--- src/rtl/countdown16.sv ---
// Loadable countdown timer: decrements on qualified tick, pulses done at terminal count.
// Define COUNTDOWN16_AUTO_RELOAD_EN for periodic reload; otherwise one-shot.
module countdown16 #(
  parameter int unsigned WIDTH = 16
) (
  input  logic             clk,
  input  logic             reset,
  input  logic [WIDTH-1:0] in,
  input  logic             load,
  input  logic             start,
  input  logic             stop,
  input  logic             tick,
  output logic [WIDTH-1:0] out,
  output logic             running,
  output logic             done
);

  localparam logic [0:0] IDLE = 1'b0;
  localparam logic [0:0] RUN  = 1'b1;

`ifdef COUNTDOWN16_AUTO_RELOAD_EN
  localparam bit AutoReload = 1'b1;
`else
  localparam bit AutoReload = 1'b0;
`endif

  logic [WIDTH-1:0] out_q, out_d;
  logic [WIDTH-1:0] reload_q, reload_d;
  logic [0:0]       state_q, state_d;
  logic             done_q, done_d;

  always_comb begin
    out_d    = out_q;
    reload_d = reload_q;
    state_d  = state_q;
    done_d   = 1'b0;
    if (load) begin
      out_d    = in;
      reload_d = in;
      state_d  = IDLE;
    end else if (stop) begin
      // stop outranks start, so stop+start in IDLE is also a no-op
      if (state_q == RUN) state_d = IDLE;
    end else if (start && state_q == IDLE) begin
      if (out_q == '0) done_d = 1'b1;
      else             state_d = RUN;
    end else if (state_q == RUN && tick) begin
      if (out_q == WIDTH'(1)) begin
        done_d = 1'b1;
        if (AutoReload) begin
          out_d = reload_q;
        end else begin
          out_d   = '0;
          state_d = IDLE;
        end
      end else if (out_q != '0) begin
        out_d = out_q - WIDTH'(1);
      end
    end
  end

  always_ff @(posedge clk or posedge reset) begin
    if (reset) begin
      out_q    <= '0;
      reload_q <= '0;
      state_q  <= IDLE;
      done_q   <= 1'b0;
    end else begin
      out_q    <= out_d;
      reload_q <= reload_d;
      state_q  <= state_d;
      done_q   <= done_d;
    end
  end

  assign out     = out_q;
  assign running = (state_q == RUN);
  assign done    = done_q;

endmodule

--- config.mk ---
export PLATFORM = sky130hd
export DESIGN_NAME = countdown16
export DESIGN_NICKNAME = d
export VERILOG_FILES = /design/src/rtl/countdown16.sv
export SDC_FILE = /design/constraint.sdc
export NUM_CORES = 1
export LEC_CHECK = 0
export CORE_ASPECT_RATIO = 1.2
export CORE_MARGIN = 2
export CORE_UTILIZATION = 51
export CTS_CLUSTER_SIZE = 20
export DETAILED_ROUTE_END_ITERATION = 6
export PLACE_DENSITY = 0.95
export SLEW_MARGIN = 0
export SYNTH_ARGS = -nofsm -noshare
export SYNTH_HDL_FRONTEND = slang
export SYNTH_SLANG_ARGS = --single-unit
--- constraint.sdc ---
create_clock -name clk -period 5.5 [get_ports clk]
set_input_delay 0.55 -clock clk [delete_from_list [all_inputs] [get_ports clk]]
set_output_delay 0.55 -clock clk [all_outputs]
set_load 0.03 [all_outputs]
# Yosys cells after proc, flatten, opt, wreduce, memory -nomap -nowiden
# Cells that the tools add are included.
[totals]
out_inout_bits = 18
regBits = 18
word_cells = 37
in_bits = 22
[classes]
addsub = 1
muxes = 18
bitwise = 1
n_eq_ne = 4
n_reduce_logical = 10
[op_table]
columns = ["cell", "n"]
rows = [
  ["two-way mux 16 bit", 6],
  ["equality test 16 x 1 -> 1 bit (second input constant)", 1],
  ["zero test 16 bit", 1],
  ["nonzero test 16 bit", 1],
  ["subtractor 16 x 1 -> 16 bit (second input constant)", 1],
  ["two-way mux 1 bit", 12],
  ["nonzero test 4 bit", 2],
  ["!= test 2 bit (second input constant)", 2],
  ["!= test 4 bit (second input constant)", 1],
  ["AND reduction 4 bit", 1],
  ["AND reduction 3 bit", 1],
  ["nonzero test 3 bit", 1],
  ["logical AND 1 bit", 2],
  ["nonzero test 2 bit", 1],
  ["inverter 1 bit", 1],
]

# Longest topological paths before layout
[depth]
depth_word = 7
mapped_depth = 8
ltp_nobuf = 7

# Worst setup path before layout
# OpenSTA, ideal clock, no wires.
[synth_timing]
path_kind = "register -> register"
start = "reg out_q[1] (netlist: out[1])"
end = "reg out_q[0] (netlist: out[0])"
arrival_ns = 1.908
setup_slack_ns = 3.500
path_stages_with_launch = 9
setup_time_ns = 0.092
synth_period_minus_slack_ns = 2.000
t_required_ns = 5.408
n_path_buf = 1
path_cell_list = "dfrtp_1 -> inv_1 -> ha_1 -> nor4b_1 -> nand4_2 -> nand2_1 -> buf_4 -> nor2_1 -> o31ai_2"
[synth_via]
elab_chain_cells = 6
word_cells_on_any_way = 9
cone_classes = "eq/ne (1); mux (5); reduce/logical (3)"
[synth_lines]
columns = ["element", "line_no", "rtl"]
rows = [
  ["start, declared", "27", "logic [WIDTH-1:0] out_q, out_d;"],
  ["start signal, assigned", "69", "out_q <= out_d;"],
  ["equality test 16 x 1 -> 1 bit", "48", "if (out_q == WIDTH'(1)) begin"],
  ["two-way mux 16 bit", "48", ""],
  ["two-way mux 16 bit", "47", "end else if (state_q == RUN && tick) begin"],
  ["two-way mux 16 bit", "44", "end else if (start && state_q == IDLE) begin"],
  ["two-way mux 16 bit", "41", "end else if (stop) begin"],
  ["two-way mux 16 bit", "37", "if (load) begin"],
]
# Several ways; a longest one is shown, not always the timed one. The select of a mux whose other input is x is not followed.
# A chain may end at the register's enable or synchronous reset.

# Worst setup path after layout
[layout_timing]
start = "reg out_q[0] (netlist: out[0])"
end = "reg out_q[1] (netlist: out[1])"
[layout_via]
elab_chain_cells = 7
word_cells_on_any_way = 11
cone_classes = "add/sub (1); eq/ne (1); mux (6); reduce/logical (3)"
[layout_lines]
columns = ["element", "line_no", "rtl"]
rows = [
  ["subtractor 16 x 1 -> 16 bit", "57", "out_d = out_q - WIDTH'(1);"],
  ["two-way mux 16 bit", "56", "end else if (out_q != '0) begin"],
  ["two-way mux 16 bit", "48", ""],
  ["two-way mux 16 bit", "47", ""],
  ["two-way mux 16 bit", "44", ""],
  ["two-way mux 16 bit", "41", ""],
  ["two-way mux 16 bit", "37", ""],
]
# Several ways; a longest one is shown, not always the timed one. The select of a mux whose other input is x is not followed.

==> results.txt <==
The flow ran to the end, and the final reports show no timing, DRC or antenna violations. The worst-case IR drop observed on VDD is 138 uV. The via count of the first global-routing pass was 1438; the clock latency on the worst-skew pair was 310 ps. The commonest non-fill, non-tap cell in the layout was clkdlybuf4s50_1. Counting flops and latches in the post-synthesis netlist gives 18. The largest individual stage delay along the critical path comes from the cell dfrtp_1. The final weighted congestion in routability-driven placement is 0.911, and the die outline width is 51.0 microns. The type of element capturing the critical path was a register. The initial antenna violation count was 0. The tree built by TritonCTS fans out to 18 sinks. The tree is rooted in a clkbuf_4. The worst hold path was traced through 3 stages.

Setup violations remaining at the end of the flow were counted as 0. The cell family contributing the most delay on the critical path is simple AND/OR/NAND/NOR gates. The logs give 0 for the number of pins exceeding their max-slew limit in the final report and 1750 sq um for the standard cell area after detailed placement. Summed over all nets, the half-perimeter wirelength after detailed placement is 2.62 mm. Startpoint kind of the worst setup timing path: a register.

The effective utilization at floorplan is 0.535. The classification of the worst setup path is reg2reg. In this run the static leakage power is 0.000656 uW.

The tools report the post-CTS resize count as 0. Number of distinct library cells after synthesis: 43. Entering global routing, the biggest net connects 35 pins.

Row generation in the floorplan step produced 20 rows. Clock-pin slew was measured on the worst setup and hold paths at 100 ps. Post-detailed-routing wire length: 3.58 mm. The finished layout holds 230 standard cells, fillers aside. For the final count of hold timing violations, the log shows 0. From synthesis to final layout, the design area changed by 31.9%. For the total track usage, the log shows 0.262.

The tools report the post-CTS setup repair buffer count as 0. The tools report the total global routing overflow as 0. The average wire length per cell after detail routing came out at 15.6 microns. The critical path runs through a total of 7 cells. TritonCTS built the clock tree. The run gives 160 as the gate count of the mapped netlist.

The tools report the number of antenna repair diodes as 0. For the clock tree buffer depth, the log shows 2. Setup repair after global routing left no endpoint under its margin. The delay of the slowest cell on the worst path was 460 ps. The count of yosys warnings during synthesis is 0, and the area of the placeable core is 2530 sq um. Number of nets still failing antenna checks after routing: 0. The net count of the finished layout is 223.

The tools report the data arrival time at the worst-slack endpoint as 2540 ps. Number of vias per cell: 6.07. In the layout the commonest cells are clkdlybuf4s50_1 (39), nor2_1 (20), nand2_1 (18), dfrtp_1 (18), a21oi_1 (10).

The count of vias placed by the detailed router is 1395, and the fraction of final layout cells sized beyond drive strength 1 is 0.0964. The most common flop cell mapped by yosys is dfrtp_1. The number of cells after detailed placement was 226; the number of enable-type register cells in the synthesized netlist was 0.

Measured along the y axis, the die boundary spans 60.4 microns. The number of buffers created by CTS came out at 3. The worst hold path belongs to the class reg2reg. Walking the worst path, the cells encountered are inv_1 -> ha_1 -> nor4b_1 -> nand4_2 -> nand2_1 -> nor4_1 -> a221o_1.

The slew of the pin with the lowest slew margin is 697 ps, and the power per standard cell area is 204 nW/um^2. The required time of the critical path was 5690 ps; the post-layout minimum cycle time was 2350 ps. Counting cells, the worst reg-to-reg path comes to 7. The logs give 1350 sq um for the summed instance area of the synthesized netlist and 0 for the max capacitance violation total. Based on the critical path, the design can be clocked at up to 0.426 GHz. The number of nets handed over by synthesis was 185.

Mean post-synth cell area: 8.45 sq um. During placement, the flow inserted port buffers numbering 39. The fraction of the cycle the final worst path needs is 0.427, and the initial detailed-routing violation count is 25. Between clock sinks in the finished design, the worst skew comes to 7.70 ps.

For the sequential cell area fraction in the yosys report, the log shows 0.333. After clock tree synthesis, the flow added hold-fix buffers numbering 0. Sum of negative setup slack: 0 ps. Before antenna repair, the detailed router went through 4 iterations. Of all nets on the critical path, the largest fanout is 13. The logs give 1780 sq um for the final instance area and 6.15 mm for the wire length of the first global-routing pass. The total die area is 3080 sq um. The share of async-settable or async-resettable flops after synthesis was 1.00.

The number of buffer and inverter stages on the critical path is 1, and the maximum level of the CTS H-tree is 1. The logs give 0.535 for the relative slew slack and 40 for the total I/O pin count. The number of remaining DRC errors came out at 0.
## kinds of logic after synthesis
logic type                 count (synthesis)  share of synthesized area
adders and majority gates                  3                     0.0278
DFF                                       18                      0.333
muxes                                      3                     0.0231
AOI/OAI and AO/OA                         42                      0.199
buffers and inverters                     12                     0.0472
and+or+nand+nor                           82                      0.369
## layout make-up
cell class                      instances  area, sq um
Timing Repair Buffer                   40          398
Tap cell                               33         41.3
Sequential cell                        18          450
Fill cell                             207          746
Inverter                                5         18.8
Clock buffer                            4         36.3
Multi-Input combinational cell        130          837
## final timing paths
kind / startpoint / to / slack (ps)
setup reg to reg: out[0] / out[1] / 3150
max in group asynchronous: reset / done / 4410
hold reg to reg: out[15] / out[15] / 610
min in group asynchronous: reset / out[4] / 640
hold / removal: out[15] / out[15] / 610
setup / recovery: out[0] / out[1] / 3150
## flip-flops by register name (all words and copies together), names as in the netlist
signal,flops
out,16
running,1
done,1
## where the power goes
| group | leakage (uW) | internal, uW | switching [uW] |
|---|---|---|---|
| Combinational | 0.000419 | 53.3 | 61.0 |
| Sequential | 0.000216 | 143 | 20.5 |
| Clock | 0.0000210 | 40.4 | 44.8 |
| Total | 0.000656 | 236 | 126 |
## tightest hold or removal path, cell delays in order (launching register included)
cell and delay [ps]:
dfrtp_1 430, nor2_1 70, nand2_1 50, o21ai_1 50
## layer usage
metal / track usage / wire [microns] / up-vias
met2: 0.490 / 1900 / 59
li1: - / - / 662
met3: 0.0320 / 205 / 6
met5: 0 / 0 / -
met4: 0.120 / 47 / 0
met1: 0.299 / 1420 / 668
## stage by stage
stage	utilization	power [uW]	setup WS (ps)	hold WS [ps]
floorplan	-	229	3500	489
global placement	0.691	275	3070	589
detailed placement	0.691	279	3010	606
CTS	0.705	364	3180	622
global route	0.705	379	3010	663
finish	0.705	363	3150	614
## cell usage after synthesis (5+ instances only)
| cell type | instances | area, sq um |
|---|---|---|
| a21oi_1 | 10 | 50.1 |
| dfrtp_1 | 18 | 450 |
| inv_1 | 5 | 18.8 |
| nand2_1 | 18 | 67.6 |
| nand3_1 | 5 | 25.0 |
| nand4_1 | 5 | 31.3 |
| nor2_1 | 20 | 75.1 |
| nor2b_1 | 8 | 50.1 |
| nor3_1 | 5 | 25.0 |
| o211ai_1 | 5 | 37.5 |
| o21ai_0 | 8 | 40.0 |
| o21ai_1 | 8 | 40.0 |
(Power assumes the default switching activity.)
